==> config.mk <==
export PLATFORM = sky130hd
export DESIGN_NAME = seg7_dynamic_scanner
export DESIGN_NICKNAME = d
export VERILOG_FILES = /design/src/rtl/seg7_dynamic_scanner.sv
export SDC_FILE = /design/constraint.sdc
export NUM_CORES = 1
export LEC_CHECK = 0
export BUFFER_PORTS_ARGS = -buffer_cell sky130_fd_sc_hd__buf_2
export CAP_MARGIN = 20
export CORE_MARGIN = 5
export CORE_UTILIZATION = 58
export CTS_CLUSTER_SIZE = 14
export DETAILED_ROUTE_END_ITERATION = 16
export HOLD_SLACK_MARGIN = 0.02
export MAX_ROUTING_LAYER = met4
export PLACE_DENSITY = 0.84
export SLEW_MARGIN = 20
export SYNTH_ARGS = -nofsm -noshare
export SYNTH_HDL_FRONTEND = slang
export SYNTH_SLANG_ARGS = --single-unit
==> constraint.sdc <==
create_clock -name i_clk -period 2.9 [get_ports i_clk]
set_input_delay 0.145 -clock i_clk [delete_from_list [all_inputs] [get_ports i_clk]]
set_output_delay 0.145 -clock i_clk [all_outputs]
set_load 0.1 [all_outputs]
==> src/rtl/seg7_dynamic_scanner.sv <==
// Time-multiplexed 7-segment driver: scans w_digit slots with a leading blank gap per slot,
// snapshotting hex[] into a shadow buffer at every frame start so a frame never mixes data.
module seg7_dynamic_scanner #(
  parameter int w_digit      = 8,
  parameter int w_seg        = 8,
  parameter int digit_period = 4096,
  parameter int blank_cycles = 16
) (
  input  logic               i_clk,
  input  logic               i_rst,
  input  logic               i_en,
  input  logic [w_seg-1:0]   i_hex [w_digit],
  output logic [w_seg-1:0]   o_hgfedcba,
  output logic [w_digit-1:0] o_digit,
  output logic               o_frame_start
);

  localparam int CW = (digit_period > 1) ? $clog2(digit_period) : 1;
  localparam int IW = (w_digit > 1) ? $clog2(w_digit) : 1;
  localparam logic [CW-1:0] LAST_CNT = CW'(digit_period - 1);
  localparam logic [IW-1:0] LAST_IDX = IW'(w_digit - 1);

  typedef enum logic {PARK, RUN} state_t;

  state_t             r_state, w_state_nx;
  logic [CW-1:0]      r_cnt, w_cnt_nx;
  logic [IW-1:0]      r_idx, w_idx_nx;
  logic [w_seg-1:0]   r_shadow [w_digit];
  logic               w_load;
  logic [w_seg-1:0]   w_seg_nx;
  logic [w_digit-1:0] w_digit_nx;
  logic               w_fs_nx;

  // r_idx/r_cnt name the slot position whose outputs are currently on the pins.
  always_ff @(posedge i_clk) begin
    if (i_rst) begin
      r_state       <= PARK;
      r_cnt         <= '0;
      r_idx         <= '0;
      o_hgfedcba    <= '0;
      o_digit       <= '0;
      o_frame_start <= 1'b0;
      for (int i = 0; i < w_digit; i++) r_shadow[i] <= '0;
    end else begin
      r_state       <= w_state_nx;
      r_cnt         <= w_cnt_nx;
      r_idx         <= w_idx_nx;
      o_hgfedcba    <= w_seg_nx;
      o_digit       <= w_digit_nx;
      o_frame_start <= w_fs_nx;
      if (w_load) r_shadow <= i_hex;
    end
  end

  always_comb begin
    w_state_nx = r_state;
    w_cnt_nx   = r_cnt;
    w_idx_nx   = r_idx;
    if (!i_en) begin
      w_state_nx = PARK;
      w_cnt_nx   = '0;
      w_idx_nx   = '0;
    end else if (r_state == PARK) begin
      w_state_nx = RUN;
      w_cnt_nx   = '0;
      w_idx_nx   = '0;
    end else begin
      w_state_nx = RUN;
      if (r_cnt == LAST_CNT) begin
        w_cnt_nx = '0;
        w_idx_nx = (r_idx == LAST_IDX) ? '0 : r_idx + 1'b1;
      end else begin
        w_cnt_nx = r_cnt + 1'b1;
      end
    end
  end

  assign w_load = i_en && (w_cnt_nx == '0) && (w_idx_nx == '0);

  // Snapshot bypass keeps slot 0 correct when there is no blank phase to hide the load.
  always_comb begin
    w_seg_nx   = '0;
    w_digit_nx = '0;
    w_fs_nx    = 1'b0;
    if (w_state_nx == RUN) begin
      w_fs_nx = w_load;
      if (int'(w_cnt_nx) >= blank_cycles) begin
        w_digit_nx = w_digit'(1) << w_idx_nx;
        w_seg_nx   = w_load ? i_hex[w_idx_nx] : r_shadow[w_idx_nx];
      end
    end
  end

endmodule

[After elaboration in Yosys (flattened, before gate mapping)]
Cells that the tools add are included.
Word-level totals
  output and inout port bits: 17
  register bits: 97
Cells by class
  $lt $le $gt $ge: 2
  muxes and demuxes: 15
  $add $sub $neg: 2
  reductions and logical operators: 6
  shifts and indexed selects: 1
  bitwise gates (word level): 3
  equal/unequal tests: 2
Operators with widths (number)
  8-bit binary-select mux with 3-bit select: 2
  8-bit two-way mux: 5
  12-bit two-way mux: 3
  12-bit by 1-bit adder with 12-bit output, second input constant: 1
  12-bit equality test, second input constant: 1
  12-bit by 5-bit >= comparator with 1-bit output, second input constant: 1
  12-bit zero test: 1
  3-bit two-way mux: 4
  1-bit by 3-bit << shifter with 8-bit output, first input constant: 1
  4-bit >= comparator, second input constant: 1
  3-bit inverter with 4-bit output: 1
  3-bit by 1-bit adder with 3-bit output, second input constant: 1
  3-bit equality test, second input constant: 1
  3-bit zero test: 1
  3-bit OR reduction: 1
  1-bit logical AND: 2
  1-bit inverter: 2
  2-bit OR reduction: 1
  1-bit two-way mux: 1

[Longest topological paths before layout]
  depth in word-level cells: 10
  depth in mapped cells: 10
  gate-level depth less buffers: 8

[Least setup slack after synthesis]
OpenSTA, ideal clock, no wires.
  path kind: register -> register
  from: reg r_idx[0]
  to: reg o_hgfedcba[6]
  setup time: 78 ps
  data arrival time: 2176 ps
  cell stages (with the launch flop): 10
  required time: 2822 ps
  slack: 646 ps
  path buffers: 1
  cell sequence: dfxtp_1 -> ha_1 -> ha_1 -> or2_2 -> nor3_1 -> clkbuf_1 -> a221oi_1 -> a31oi_1 -> a21oi_1 -> nor3_1
On the way
  word-level cells in the longest chain between the ends: 10
  elaborated cells on any way between the ends: 16
  classes of those cells: add/sub (1); eq/ne (1); mux (11); bitwise (1); reduce/logical (2)
RTL lines
  start: declaration: RTL line 27  | logic [IW-1:0] r_idx, w_idx_nx;
  start signal: assignment: RTL line 47  | r_idx <= w_idx_nx;
  3-bit by 1-bit adder with 3-bit output or 3-bit equality test (tied branches): RTL line 71  | w_idx_nx = (r_idx == LAST_IDX) ? '0 : r_idx + 1'b1;
  3-bit two-way mux: RTL line 71
  3-bit two-way mux *: RTL line 69  | if (r_cnt == LAST_CNT) begin
  3-bit two-way mux *: RTL line 63  | end else if (r_state == PARK) begin
  3-bit two-way mux *: RTL line 59  | if (!i_en) begin
  3-bit inverter with 4-bit output (implied by the code): RTL line 89  | w_seg_nx = w_load ? i_hex[w_idx_nx] : r_shadow[w_idx_nx];
  8-bit binary-select mux with 3-bit select: RTL line 89
  8-bit two-way mux (implied by the code) (2 in series): RTL line 89
  8-bit two-way mux *: RTL line 89
  end signal: assignment: RTL line 48  | o_hgfedcba <= w_seg_nx;
  end: declaration: RTL line 13  | output logic [w_seg-1:0] o_hgfedcba,
Mark *: on every way between the ends. The rest lies on a longest branch, timed or not. The select of a mux whose other input is x is not followed.
A chain may end at the register's enable or synchronous reset.

[Worst setup path after layout]
  from: reg r_cnt[0]
  to: reg r_shadow[44] (netlist name)
On the way
  word-level cells in the longest chain between the ends: 7
  elaborated cells on any way between the ends: 12
  classes of those cells: add/sub (1); eq/ne (1); mux (6); reduce/logical (4)
RTL lines
  start: declaration: RTL line 26  | logic [CW-1:0] r_cnt, w_cnt_nx;
  start signal: assignment: RTL line 46  | r_cnt <= w_cnt_nx;
  12-bit by 1-bit adder with 12-bit output or 12-bit equality test (tied branches): RTL line 73, 69
  12-bit two-way mux: RTL line 69
  12-bit two-way mux: RTL line 63
  12-bit two-way mux: RTL line 59
  12-bit zero test: RTL line 78  | assign w_load = i_en && (w_cnt_nx == '0) && (w_idx_nx == '0);
  1-bit logical AND: RTL line 78
  1-bit logical AND *: RTL line 78
  end signal: assignment: RTL line 51  | if (w_load) r_shadow <= i_hex;
  end: declaration: RTL line 28  | logic [w_seg-1:0] r_shadow [w_digit];
Mark *: on every way between the ends. The rest lies on a longest branch, timed or not.

==> qor.yml <==
cts_max_path_buffers: 2
slew-limit-headroom_pct: 53.9
detail_route.iter0.violations: 665
fp.dieArea_mm2: 0.0122
avgSynthCellArea_um2: 8.70
final_net_count: 794
tritoncts: "done"
synth_nets: 740
synth_largest_area_cell: "sky130_fd_sc_hd__dfxtp_1"
rrSetupSlack_ps: 210
cellPowerDensity_mw_per_mm2: 424
critPathMaxFanout: 38
synth_edf_count: 0
synth_seq_cells: 97
timing.final.crit_share_pct: 92.6
clock_skews_ps: 10.1
fraction_of_final_layout_cells_sized_beyond_drive_strength_1_pct: 18.2
avgRoutedWirePerCell_um: 20.0
setup-violations-final: 0
sequential_share_of_the_synthesized_area_pct: 33.3
syn2layout_area_growth_pct: 13.1
critPathCaptureType: "flop"
netlist-cell-type-count: 48
wirelength_um: 17300
holdBufCountCts: 0
die_width_um: 110
placeableCoreArea_mm2: 0.00977
cts_made_buffers: 9
timing.fmax_mhz: 372
remaining_number_of_nets_flagged_by_the_antenna_check_after_routing: 0
syn-instance-count: 670
worst_setup_path_start_kind: "flop"
synth.top_cell.area_share_pct: 33.3
slew_violations: 0
worst_ep_arrival_time_ps: 2990
num_io_pins: 84
async_s_r_ff_share_synth_pct: 0
initial_cell_density_of_the_core_pct: 59.6
critical_path_required_ps: 3210
i_o_buffers: 83
antenna_violations_before_repair: 0
cts.reportedPaths.clkPinSlew_ps: 90
grt_setup_unrepaired: "false"
crit_slowest_cell: "sky130_fd_sc_hd__dfxtp_1"
drt_pre_antenna_iters: 9
post_synth_instance_area_mm2: 0.00583
power.ir.vdd_worst_v: 0.000481
global_route.overflow_total: 0
worstHoldPathType: "primary input to flop"
grt_max_degree: 104
die-height_um: 110
outcome: "completed"
timing_hold_violations_final: 0
drv.max_cap_violation_count: 0
synth.top_cells.by_count: "sky130_fd_sc_hd__nand2b_1, sky130_fd_sc_hd__dfxtp_1, sky130_fd_sc_hd__mux2i_1"
grt_pass1_wl_um: 27400
dpl.hpwl_um: 11600
yosysWarnings: 0
drc_viols: 0
prevailing_post_synth_register_cell: "sky130_fd_sc_hd__dfxtp_1"
root_buffer: "sky130_fd_sc_hd__clkbuf_8"
synth_top_cells_by_area: "sky130_fd_sc_hd__dfxtp_1, sky130_fd_sc_hd__nand2b_1, sky130_fd_sc_hd__mux2i_1"
tritoncts_num_sinks: 97
min_clock_period_post_route_ps: 2690
clkLatencyLatePin_ps: 390
fp-row-count: 36
cp_cell_sequence: "ha_1, nand3_1, nor4_4, mux2_4, nand3_1, nor4_4, buf_8, mux2i_1"
htree_levels: 3
p_total_mw: 2.79
cts-resized-gates: 0
tightestPinTransition_ps: 691
power.leakage_nw: 2.57
globalRouteTotalUtil_pct: 29.5
setup_total_negative_slack_ps: 0
most_used_standard_cell_by_instance_count_after_synthesis: "sky130_fd_sc_hd__nand2b_1"
n_antenna_cell: 0
post-cts-setup-buffers: 0
grt_pass1_vias: 5548
detail_route.vias_per_cell: 6.61
gp_routability_congestion: 0.922
worst_path_largest_cell_delay_ps: 420
path_class: "flop to flop"
dr_total_vias: 5702
final timing paths:
check / cells past startpoint / start / to
worst min-delay path: 3 / i_hex[27] / r_shadow[27]$_SDFFE_PP0P_
worst max register to register: 8 / r_cnt[0]$_SDFF_PP0_ / r_shadow[44]$_SDFFE_PP0P_
worst max-delay path: 8 / r_cnt[0]$_SDFF_PP0_ / r_shadow[44]$_SDFFE_PP0P_
worst min register to register: 2 / r_shadow[25]$_SDFFE_PP0P_ / r_shadow[25]$_SDFFE_PP0P_
where the power goes:
part	switching, mW	total [mW]	internal (mW)	leakage [nW]
Clock	0.494	1.03	0.533	0.109
Sequential	0.0475	1.44	1.39	0.793
Combinational	0.174	0.324	0.149	1.66
metal layers:
layer  part of all wire [%]  GRT usage [%]  vias to the layer above
met2                     46           44.9                      353
met3                    9.9           6.81                       61
li1                       -              -                     2592
met1                     42           38.2                     2696
met5                      0              -                        -
met4                    2.8           11.3                        0
cell type report:
class / count / area (µm²)
multi-input combinational: 504 / 3600
fill: 825 / 3190
sequential: 97 / 1940
timing repair buffer: 109 / 638
tap: 133 / 166
clock buffer: 12 / 155
clock inverter: 4 / 75.1
inverter: 3 / 11.3
cell families after synthesis:
logic type,count (synthesis),share of synthesized area [%]
AO/OA/AOI/OAI,187,25.1
XOR/XNOR,12,1.80
adder cells (fa/ha/maj),3,0.644
buffers and inverters,69,5.22
flip-flops,97,33.3
multiplexers,66,11.4
AND/OR/NAND/NOR,236,22.5
worst max-delay path, delay by kind of cell (launching register included):
| family | cells | cell delay, ps |
|---|---|---|
| mux | 2 | 490 |
| fa+ha+maj | 1 | 300 |
| buf+inv | 1 | 390 |
| simple gates | 4 | 970 |
| flops | 1 | 420 |
metrics by stage:
step	instance area, µm²	util (%)	cells	setup WS [ps]	hold WS (ps)
finish	6590	67.4	862	214	38.7
global route	6590	67.4	862	18.3	31.5
CTS	6570	67.2	862	46.5	28.2
detailed placement	6340	64.9	846	80.3	442
global placement	6340	64.9	846	264	430
floorplan	5830	-	670	646	234
state kept, by name (all words and copies together) (netlist names):
signal,count
r_shadow,64
r_cnt,12
o_digit,8
o_hgfedcba,8
r_idx,3
o_frame_start,1
r_state,1
placed cells by master, fill, tap and decap left out, drive strengths merged, types with 2 or more instances in the layout:
| master | count |
|---|---|
| nand2b | 121 |
| buf | 109 |
| dfxtp | 97 |
| mux2i | 65 |
| nand2 | 46 |
| a221oi | 40 |
| a211oi | 40 |
| nor3 | 20 |
| nor2 | 18 |
| a31oi | 17 |
| a221o | 16 |
| a22o | 16 |
| a21oi | 12 |
| clkbuf | 12 |
| nand3 | 8 |
| xnor2 | 8 |
| o22ai | 8 |
| a22oi | 8 |
| a211o | 8 |
| o21bai | 8 |
| and3 | 7 |
| o21ai | 5 |
| xor2 | 4 |
| nor2b | 4 |
| inv | 3 |
| ha | 3 |
| nand4 | 3 |
| or2 | 3 |
| o31ai | 2 |
| nor4 | 2 |
| and2 | 2 |
| bufinv | 2 |
| clkinvlp | 2 |
Power figures use the tool's default switching activity.
